===== config.mk =====
export PLATFORM = sky130hd
export DESIGN_NAME = bus_bridge
export DESIGN_NICKNAME = d
export VERILOG_FILES = /design/src/rtl/bus_bridge_pkg.sv /design/src/rtl/bridge_tx_shift.sv /design/src/rtl/bus_bridge.sv
export SDC_FILE = /design/constraint.sdc
export NUM_CORES = 1
export LEC_CHECK = 0
export ABC_CLOCK_PERIOD_IN_PS = 3200
export BUFFER_PORTS_ARGS = -buffer_cell sky130_fd_sc_hd__buf_2
export CORE_ASPECT_RATIO = 2
export CORE_UTILIZATION = 45
export CTS_BUF_LIST = sky130_fd_sc_hd__clkbuf_8
export CTS_CLUSTER_DIAMETER = 80
export DETAILED_ROUTE_END_ITERATION = 8
export GPL_TIMING_DRIVEN = 0
export PLACE_DENSITY = 0.72
export SKIP_CTS_REPAIR_TIMING = 1
export SLEW_MARGIN = 20
export SYNTH_ARGS = -nofsm -noshare
export SYNTH_HDL_FRONTEND = slang
export SYNTH_SLANG_ARGS = --single-unit

===== constraint.sdc =====
create_clock -name i_clk -period 3.2 [get_ports i_clk]
set_clock_uncertainty 0.2 [all_clocks]
set_input_delay 0.16 -clock i_clk [delete_from_list [all_inputs] [get_ports i_clk]]
set_output_delay 0.16 -clock i_clk [all_outputs]
set_load 0.005 [all_outputs]

===== src/rtl/bus_bridge_pkg.sv =====
// Shared definitions for the serial-to-bus bridge.
//   state_e    : bridge FSM state encoding
//   OP_*       : frame opcodes
//   RSP_*      : single-byte response codes
package bus_bridge_pkg;

  typedef enum logic [2:0] {
    StIdle  = 3'd0,
    StAddr  = 3'd1,
    StData  = 3'd2,
    StWrite = 3'd3,
    StRead  = 3'd4,
    StResp  = 3'd5,
    StErr   = 3'd6
  } state_e;

  localparam logic [7:0] OP_READ  = 8'h52;
  localparam logic [7:0] OP_WRITE = 8'h57;

  localparam logic [7:0] RSP_ACK  = 8'h4B;
  localparam logic [7:0] RSP_ERR  = 8'h45;

  // True for either accepted opcode.
  function automatic logic is_opcode(input logic [7:0] b);
    return (b == OP_READ) || (b == OP_WRITE);
  endfunction

endpackage


===== src/rtl/bridge_tx_shift.sv =====
// Response byte serializer for the bridge.
// Loads either 1 byte (taken from i_data[31:24]) or 4 bytes, and sends them MSB first
// over a valid/ready handshake. The loaded word doubles as the response register.
// Ports:
//   i_clk, i_reset    : clock, asynchronous active-high reset
//   i_load            : load i_data (takes priority over a handshake)
//   i_four            : 1 = four bytes, 0 = one byte
//   i_data            : word to send
//   o_tx_data/o_tx_valid/i_tx_ready : byte stream to the transmitter
//   o_done            : handshake on the last byte occurs this cycle
module bridge_tx_shift (
  input  logic        i_clk,
  input  logic        i_reset,
  input  logic        i_load,
  input  logic        i_four,
  input  logic [31:0] i_data,
  output logic [7:0]  o_tx_data,
  output logic        o_tx_valid,
  input  logic        i_tx_ready,
  output logic        o_done
);

  logic [31:0] r_shift;
  logic [2:0]  r_left;
  logic        r_valid;
  logic        w_fire;

  assign w_fire     = r_valid & i_tx_ready;
  assign o_done     = w_fire && (r_left == 3'd1);
  assign o_tx_data  = r_shift[31:24];
  assign o_tx_valid = r_valid;

  always_ff @(posedge i_clk or posedge i_reset) begin
    if (i_reset) begin
      r_shift <= 32'h0;
      r_left  <= 3'd0;
      r_valid <= 1'b0;
    end else if (i_load) begin
      r_shift <= i_data;
      r_left  <= i_four ? 3'd4 : 3'd1;
      r_valid <= 1'b1;
    end else if (w_fire) begin
      if (r_left == 3'd1) begin
        // Keep the last byte on o_tx_data; only valid drops.
        r_left  <= 3'd0;
        r_valid <= 1'b0;
      end else begin
        r_shift <= {r_shift[23:0], 8'h00};
        r_left  <= r_left - 3'd1;
      end
    end
  end

endmodule


===== src/rtl/bus_bridge.sv =====
// Serial command bridge: turns byte frames into single 32-bit bus reads/writes.
//   Read frame : 52 A3 A2 A1 A0          -> response rdata, 4 bytes MSB first
//   Write frame: 57 A3 A2 A1 A0 D3..D0   -> response 4B
//   Bad opcode :                         -> response 45
// Optional feature macro BRIDGE_TIMEOUT_EN: drops a partial frame after TIMEOUT_CYCLES idle
// clocks in ADDR/DATA and pulses o_abort. Without it o_abort is tied low.
// Ports:
//   i_clk, i_reset              : clock, asynchronous active-high reset
//   i_rx_data/i_rx_valid/o_rx_ready : command byte stream in
//   o_tx_data/o_tx_valid/i_tx_ready : response byte stream out
//   o_rd, o_wr, o_addr, o_wdata, i_rdata : bus side (rdata combinational during o_rd)
//   o_busy                      : state is not idle
//   o_abort                     : one-cycle pulse when a frame is dropped
module bus_bridge
  import bus_bridge_pkg::*;
#(
  parameter logic [15:0] TIMEOUT_CYCLES = 16'd50000
) (
  input  logic        i_clk,
  input  logic        i_reset,
  input  logic [7:0]  i_rx_data,
  input  logic        i_rx_valid,
  output logic        o_rx_ready,
  output logic [7:0]  o_tx_data,
  output logic        o_tx_valid,
  input  logic        i_tx_ready,
  output logic        o_rd,
  output logic        o_wr,
  output logic [31:0] o_addr,
  output logic [31:0] o_wdata,
  input  logic [31:0] i_rdata,
  output logic        o_busy,
  output logic        o_abort
);

  state_e      r_state;
  logic        r_op_write;
  logic [1:0]  r_cnt;
  logic [31:0] r_addr;
  logic [31:0] r_wdata;
  logic        r_rd;
  logic        r_wr;

  logic        w_rx_fire;
  logic        w_tx_done;
  logic        w_load;
  logic        w_load_four;
  logic [31:0] w_load_data;

  assign o_rx_ready = (r_state == StIdle) || (r_state == StAddr) || (r_state == StData);
  assign w_rx_fire  = i_rx_valid & o_rx_ready;
  assign o_busy     = (r_state != StIdle);
  assign o_rd       = r_rd;
  assign o_wr       = r_wr;
  assign o_addr     = r_addr;
  assign o_wdata    = r_wdata;

`ifdef BRIDGE_TIMEOUT_EN
  logic [15:0] r_tmo;
  logic        r_abort;
  assign o_abort = r_abort;
`else
  logic w_unused_timeout;
  assign w_unused_timeout = ^TIMEOUT_CYCLES;
  assign o_abort = 1'b0;
`endif

  // Serializer load requests. The read data is captured at the end of the rd cycle.
  always_comb begin
    w_load      = 1'b0;
    w_load_four = 1'b0;
    w_load_data = 32'h0;
    if (r_state == StWrite) begin
      w_load      = 1'b1;
      w_load_data = {RSP_ACK, 24'h0};
    end else if (r_state == StRead) begin
      w_load      = 1'b1;
      w_load_four = 1'b1;
      w_load_data = i_rdata;
    end else if ((r_state == StIdle) && w_rx_fire && !is_opcode(i_rx_data)) begin
      w_load      = 1'b1;
      w_load_data = {RSP_ERR, 24'h0};
    end
  end

  bridge_tx_shift u_tx_shift (
    .i_clk      (i_clk),
    .i_reset    (i_reset),
    .i_load     (w_load),
    .i_four     (w_load_four),
    .i_data     (w_load_data),
    .o_tx_data  (o_tx_data),
    .o_tx_valid (o_tx_valid),
    .i_tx_ready (i_tx_ready),
    .o_done     (w_tx_done)
  );

  always_ff @(posedge i_clk or posedge i_reset) begin
    if (i_reset) begin
      r_state    <= StIdle;
      r_op_write <= 1'b0;
      r_cnt      <= 2'd0;
      r_addr     <= 32'h0;
      r_wdata    <= 32'h0;
      r_rd       <= 1'b0;
      r_wr       <= 1'b0;
`ifdef BRIDGE_TIMEOUT_EN
      r_tmo      <= 16'd0;
      r_abort    <= 1'b0;
`endif
    end else begin
      // Strobes are set on entry to READ/WRITE and last exactly one cycle.
      r_rd <= 1'b0;
      r_wr <= 1'b0;
      unique case (r_state)
        StIdle: begin
          if (w_rx_fire) begin
            if (is_opcode(i_rx_data)) begin
              r_op_write <= (i_rx_data == OP_WRITE);
              r_cnt      <= 2'd0;
              r_state    <= StAddr;
            end else begin
              r_state <= StErr;
            end
          end
        end
        StAddr: begin
          if (w_rx_fire) begin
            r_addr <= {r_addr[23:0], i_rx_data};
            r_cnt  <= r_cnt + 2'd1;
            if (r_cnt == 2'd3) begin
              if (r_op_write) begin
                r_state <= StData;
              end else begin
                r_state <= StRead;
                r_rd    <= 1'b1;
              end
            end
          end
        end
        StData: begin
          if (w_rx_fire) begin
            r_wdata <= {r_wdata[23:0], i_rx_data};
            r_cnt   <= r_cnt + 2'd1;
            if (r_cnt == 2'd3) begin
              r_state <= StWrite;
              r_wr    <= 1'b1;
            end
          end
        end
        StWrite, StRead: r_state <= StResp;
        StResp, StErr: begin
          if (w_tx_done) r_state <= StIdle;
        end
        default: r_state <= StIdle;
      endcase

`ifdef BRIDGE_TIMEOUT_EN
      // Idle-gap watchdog inside a frame; overrides the state update above.
      r_abort <= 1'b0;
      if (((r_state == StAddr) || (r_state == StData)) && !w_rx_fire) begin
        if (r_tmo == 16'(TIMEOUT_CYCLES - 16'd1)) begin
          r_abort <= 1'b1;
          r_state <= StIdle;
          r_cnt   <= 2'd0;
          r_tmo   <= 16'd0;
        end else begin
          r_tmo <= r_tmo + 16'd1;
        end
      end else begin
        r_tmo <= 16'd0;
      end
`endif
    end
  end

endmodule


=== Word level (Yosys, flattened, before mapping) ===
Cells that the tools add are included.

* Mux-type cells: 38
* Reduce and logical (&&, ||, !) cells: 22
* Bitwise operators: 2
* $add $sub $neg: 2
* Equal/unequal tests: 19

{| class="wikitable"
|+ Operators by type and width
! kind !! count
|-
| 32-bit two-way mux || 5
|-
| 3-bit two-way mux || 12
|-
| 31-bit two-way mux || 1
|-
| 8-bit by 7-bit == test with 1-bit output (second input constant) || 2
|-
| 1-bit two-way mux || 15
|-
| 3-bit one-hot mux with 5 select lines || 1
|-
| 2-bit by 1-bit inequality test with 1-bit output (second input constant) || 6
|-
| 3-bit == test (second input constant) || 3
|-
| 2-bit AND reduction || 4
|-
| 3-bit by 1-bit == test with 1-bit output (second input constant) || 2
|-
| 3-bit by 2-bit == test with 1-bit output (second input constant) || 2
|-
| 2-bit two-way mux || 3
|-
| 2-bit inequality test (second input constant) || 3
|-
| 6-bit AND reduction || 1
|-
| 2-bit nonzero test || 3
|-
| 2-bit OR reduction || 3
|-
| 2-bit one-hot mux with 2 select lines || 1
|-
| 4-bit AND reduction || 1
|-
| 1-bit logical AND || 3
|-
| 3-bit zero test || 1
|-
| 1-bit logical OR || 3
|-
| 3-bit AND reduction || 1
|-
| 3-bit nonzero test || 1
|-
| 3-bit by 1-bit subtractor with 3-bit output (second input constant) || 1
|-
| 4 further kinds || 5
|}

* Input bits: 44
* Logic and storage cells: 93
* Register bits after elaboration: 108
* Output and inout bits: 78

=== Longest topological paths before layout ===
* Depth after elaboration: 11
* Gate-level depth with buffers: 8

=== Hierarchy ===
Synthesis repeated with hierarchy kept, for this count alone.

* Cell total of the unflattened synthesis: 412
* Area, all modules: 5017.3 sq um

{| class="wikitable"
|+ By module, submodules not included
! module !! area an instance (sq um) !! instances !! cells each !! seq. area each (sq um)
|-
| bus_bridge || 3156.8 || 1 || 234 || 1801.7
|-
| bridge_tx_shift || 1860.5 || 1 || 178 || 900.9
|}

=== Worst setup path before layout ===
OpenSTA, ideal clock, no wires.

* Path kind: register to register
* Start: register u_tx_shift.r_left[1]
* End: register u_tx_shift.r_shift[21]
* Path slack: 1.289 ns
* Period minus slack after synthesis: 1.911 ns
* Cell stages (with the launch flop): 9
* Buffers on the path: 2
* Setup time: 0.073 ns
* Arrival: 1.638 ns
* Path through: dfrtp_1 inv_1 ha_1 nor2b_1 nand2b_1 clkbuf_1 buf_1 o211ai_1 a2bb2oi_2

* Longest elaborated chain between the ends: 3

{| class="wikitable"
|+ Ends and longest elaborated chain
! element !! RTL line !! RTL
|-
| start: declaration || bridge_tx_shift.sv:24 || <nowiki>logic [2:0] r_left;</nowiki>
|-
| start signal: assignment || bridge_tx_shift.sv:40 || <nowiki>r_left <= i_four ? 3'd4 : 3'd1;</nowiki>
|-
| start signal: assignment || bridge_tx_shift.sv:49 || <nowiki>r_left <= r_left - 3'd1;</nowiki>
|-
| 3-bit by 1-bit == test with 1-bit output || bridge_tx_shift.sv:43 || <nowiki>if (r_left == 3'd1) begin</nowiki>
|-
| 2-bit by 1-bit inequality test with 1-bit output (no source line) || - ||
|-
| 2-bit AND reduction (no source line) || - ||
|-
| end signal: assignment || bridge_tx_shift.sv:39 || <nowiki>r_shift <= i_data;</nowiki>
|-
| end signal: assignment || bridge_tx_shift.sv:48 || <nowiki>r_shift <= {r_shift[23:0], 8'h00};</nowiki>
|-
| end: declaration || bridge_tx_shift.sv:23 || <nowiki>logic [31:0] r_shift;</nowiki>
|}

Every way passes these cells.
A chain may end at the register's enable or synchronous reset.

=== Worst setup path in the final report ===
* Start: register u_tx_shift.r_left[1]
* End: register u_tx_shift.r_shift[13]

Same word-level chain as after synthesis.

==> summary.md <==
| Metric | Value |
|---|---|
| Pin count of the biggest net entering global routing | `35` |
| Fin. Hold Viols | `0` |
| R2r setup slk | `0.77 ns` |
| NumNets Final | `between 500 and 600` |
| CP Launch Type | `register` |
| Met3 Use GR | `about 5.1%` |
| Grt ovf | `0` |
| Via density | `about 5.2` |
| Floorplan Core Area | `10500 sq um` |
| Req. time, crit path | `3.30 ns` |
| Worst reg2reg startpoint | `u_tx_shift.r_left[1]` |
| Residual DRC count | `0` |
| Critical path arrival | `~2.5 ns` |
| Most frequent cells in the layout | `buf_2, dfrtp_1, mux2_2` |
| Max-cap violations | `0` |
| Sequential Power Share | `40.5%` |
| Cell leakage power | `approximately 3.0 nW` |
| Avg Inst Size Synth | `around 13 sq um` |
| Post-synthesis sequential area ratio | `a little under three fifths` |
| RSZ-0062 raised after global routing | `no` |
| Setup crit start | `u_tx_shift.r_left[1]` |
| Post-synth EDFFs | `0` |
| Reg2reg end | `u_tx_shift.r_shift[13]` |
| Syn Nets | `about 420` |
| Initial Util | `a little under half` |
| H-Tree Depth | `3` |
| Outcome | `finished clean` |
| Hold path depth | `4` |
| Hold Path Origin | `i_rdata[24]` |
| YS warnings | `0` |
| Final setup fails | `0` |
| Die Y | `149 um` |
| # IOs | `122` |
| Post-Syn Area | `just under 5000 sq um` |
| Synth-to-Final Area Change | `29.9%` |
| Gp weighted congestion | `between 0.8 and 0.9` |
| Synthesis-stage register bit count | `between 100 and 150` |
| Final Cell Area | `6330 sq um` |
| # clock sinks | `between 100 and 150` |
| Met2 Track Usage GR | `a little under two fifths` |
| Crit end category | `register` |
| Root Buffer | `clkbuf_8` |
| Vias post-DR | `about 3600` |
| Ys async rst share | `100%` |
| Setup tns final | `0 ns` |
| Placed instance area | `5710 sq um` |
| Pint | `between 3 and 4 mW` |
| CTS tree | `done` |
| Die area | `11300 sq um` |
| Net Sw Frac | `35.9%` |
| WL per Instance | `about 17 um` |
| Setup CP Type | `reg -> reg` |
| Clock Latency Late Sink | `0.37 ns` |
| Num CTS Buffers | `9` |
| Port Buf Inserts | `between 100 and 150` |
| Number of antenna violations at the first check in global routing | `0` |
| Die Span X | `around 76 um` |
| Cell area power density | `870 nW/um^2` |
| FP Rows | `53` |
| Hold Crit Class | `in -> reg` |
| Headroom to the max-slew limit | `roughly 65%` |
| Grt peak-use layer | `met2` |
| Max clock buf depth | `2` |
| Final Max Tran Viols | `0` |
| Max VDD drop | `just over 0.5 mV` |
| NetSw | `roughly 2.0 mW` |
| ANT cells | `0` |
| R2R depth | `8` |
| CP Max Fanout | `10` |
| Final period util | `between 70% and 80%` |
| Share of layout cells above drive strength 1 | `a little under half` |
| DP HPWL | `approximately 8500 um` |
| Worst-margin pin slew | `roughly 0.53 ns` |
| GRT Overall Usage | `between 20% and 30%` |
| Part of the power in the clock network | `16.2%` |
| Combinational power share | `a little over two fifths` |
| Vias in the first global route | `between 3000 and 4000` |
| First-iteration detailed-routing DRC count | `around 210` |
| Clock transition at path regs | `approximately 0.11 ns` |
| Minimum clock period | `roughly 2.4 ns` |
| Post-DRT Antenna Nets | `0` |
| Met1 Usage GRT | `between 20% and 30%` |
| Pre-antenna DRT Iters | `6` |
| Min-Delay Endpoint | `u_tx_shift.r_shift[24]` |
| Most common cell after layout, fill and taps aside | `buf_2` |
| Max Freq | `between 400 and 500 MHz` |
| Mapped Cells | `372` |
| Worst hold slack | `~0.0027 ns` |
| Number of library cell types mapped by synthesis | `between 50 and 60` |
| Most used DFF post-synth | `dfrtp_1` |
| First-pass GRT wire length | `between 15000 and 20000 um` |
| Final wirelength | `11800 um` |
[cells in the mapped netlist, types with 2 or more instances]
master,number,share of area (%)
o32a_1,2,0.41
clkbuf_1,12,0.92
and2_1,2,0.26
buf_4,9,1.4
nor2_1,6,0.46
a22o_1,8,1.4
a22oi_1,2,0.31
dfrtp_1,108,55
o211ai_1,23,3.5
mux2i_1,3,0.62
nand2_1,27,2.1
buf_1,3,0.23
a21o_1,2,0.31
mux2_2,65,15
nor3_2,2,0.41
inv_1,8,0.62
ha_1,3,0.77
o22ai_1,4,0.51
nand3_1,3,0.31
buf_2,8,0.82
nor2b_1,6,0.77
and3_1,2,0.26
a2bb2oi_2,20,6.2
o21ai_0,4,0.41
buf_6,4,0.92
nand2b_1,3,0.39
a21oi_1,7,0.72
[routing by layer]
layer  wire length, um  vias to the layer above
li1                  -                     1693
met1              4420                     1798
met3               475                       19
met5                 0                        -
met2              6630                       98
met4               314                        0
[logic make-up after synthesis]
group | count (synthesis) | share of synthesized area [%]
fa+ha+maj | 4 | 0.976
simple gates | 62 | 6.83
flops | 108 | 55.5
other cells | 1 | 0.0770
compound gates | 83 | 15.7
xor+xnor | 2 | 0.360
buf+inv | 44 | 4.91
mux | 68 | 15.6
[flip-flops by register name, indices dropped and copies added, names as in the netlist]
| register | flops |
|---|---|
| u_tx_shift.r_left | 3 |
| o_addr | 32 |
| u_tx_shift.r_shift | 32 |
| u_tx_shift.o_tx_valid | 1 |
| r_cnt | 2 |
| o_wr | 1 |
| o_wdata | 32 |
| o_rd | 1 |
| r_state | 3 |
| r_op_write | 1 |
[final cells by class]
cell class                      instances  area (sq um)
Timing Repair Buffer                  163          1070
Clock inverter                          6          76.3
Inverter                                8          33.8
Multi-Input combinational cell        220          1930
Fill cell                             851          4220
Buffer                                 36           209
Tap cell                              137           171
Sequential cell                       108          2700
Clock buffer                           10           138
[worst max-delay path: stages, from the launching register on]
cell and delay (ns):
dfrtp_1 0.39, inv_1 0.08, ha_1 0.16, nor2b_1 0.23
nand2b_1 0.14, clkbuf_1 0.35, clkbuf_1 0.40, o211ai_1 0.19
a2bb2oi_2 0.22
[per-stage QoR]
step	worst slack, ns	total power [mW]	std cells	util (%)
final	0.767	5.51	688	60.0
after global routing	0.649	5.87	688	60.0
after CTS	0.817	5.50	648	56.2
after detailed placement	0.850	4.60	632	54.2
after global placement	0.860	4.50	629	53.6
after floorplan	1.29	3.83	372	-
[power groups by stage]
stage	clock network (mW)	registers, mW	logic, mW
floorplan	0	2.20	1.63
global placement	0	2.23	2.27
detailed placement	0	2.25	2.34
CTS	0.919	2.23	2.35
global route	0.961	2.30	2.61
finish	0.890	2.23	2.39
[how the worst max path moves through the flow]
stage	end	slack [ns]	cells after the start
after floorplan	u_tx_shift.r_shift[21]	1.29	8
after global placement	o_wr	0.86	2
after detailed placement	u_tx_shift.r_shift[27]	0.85	8
after CTS	u_tx_shift.r_shift[27]	0.82	8
after global routing	u_tx_shift.r_shift[13]	0.65	8
final	u_tx_shift.r_shift[13]	0.77	8
Note: power is estimated with default switching activity, not from simulation.
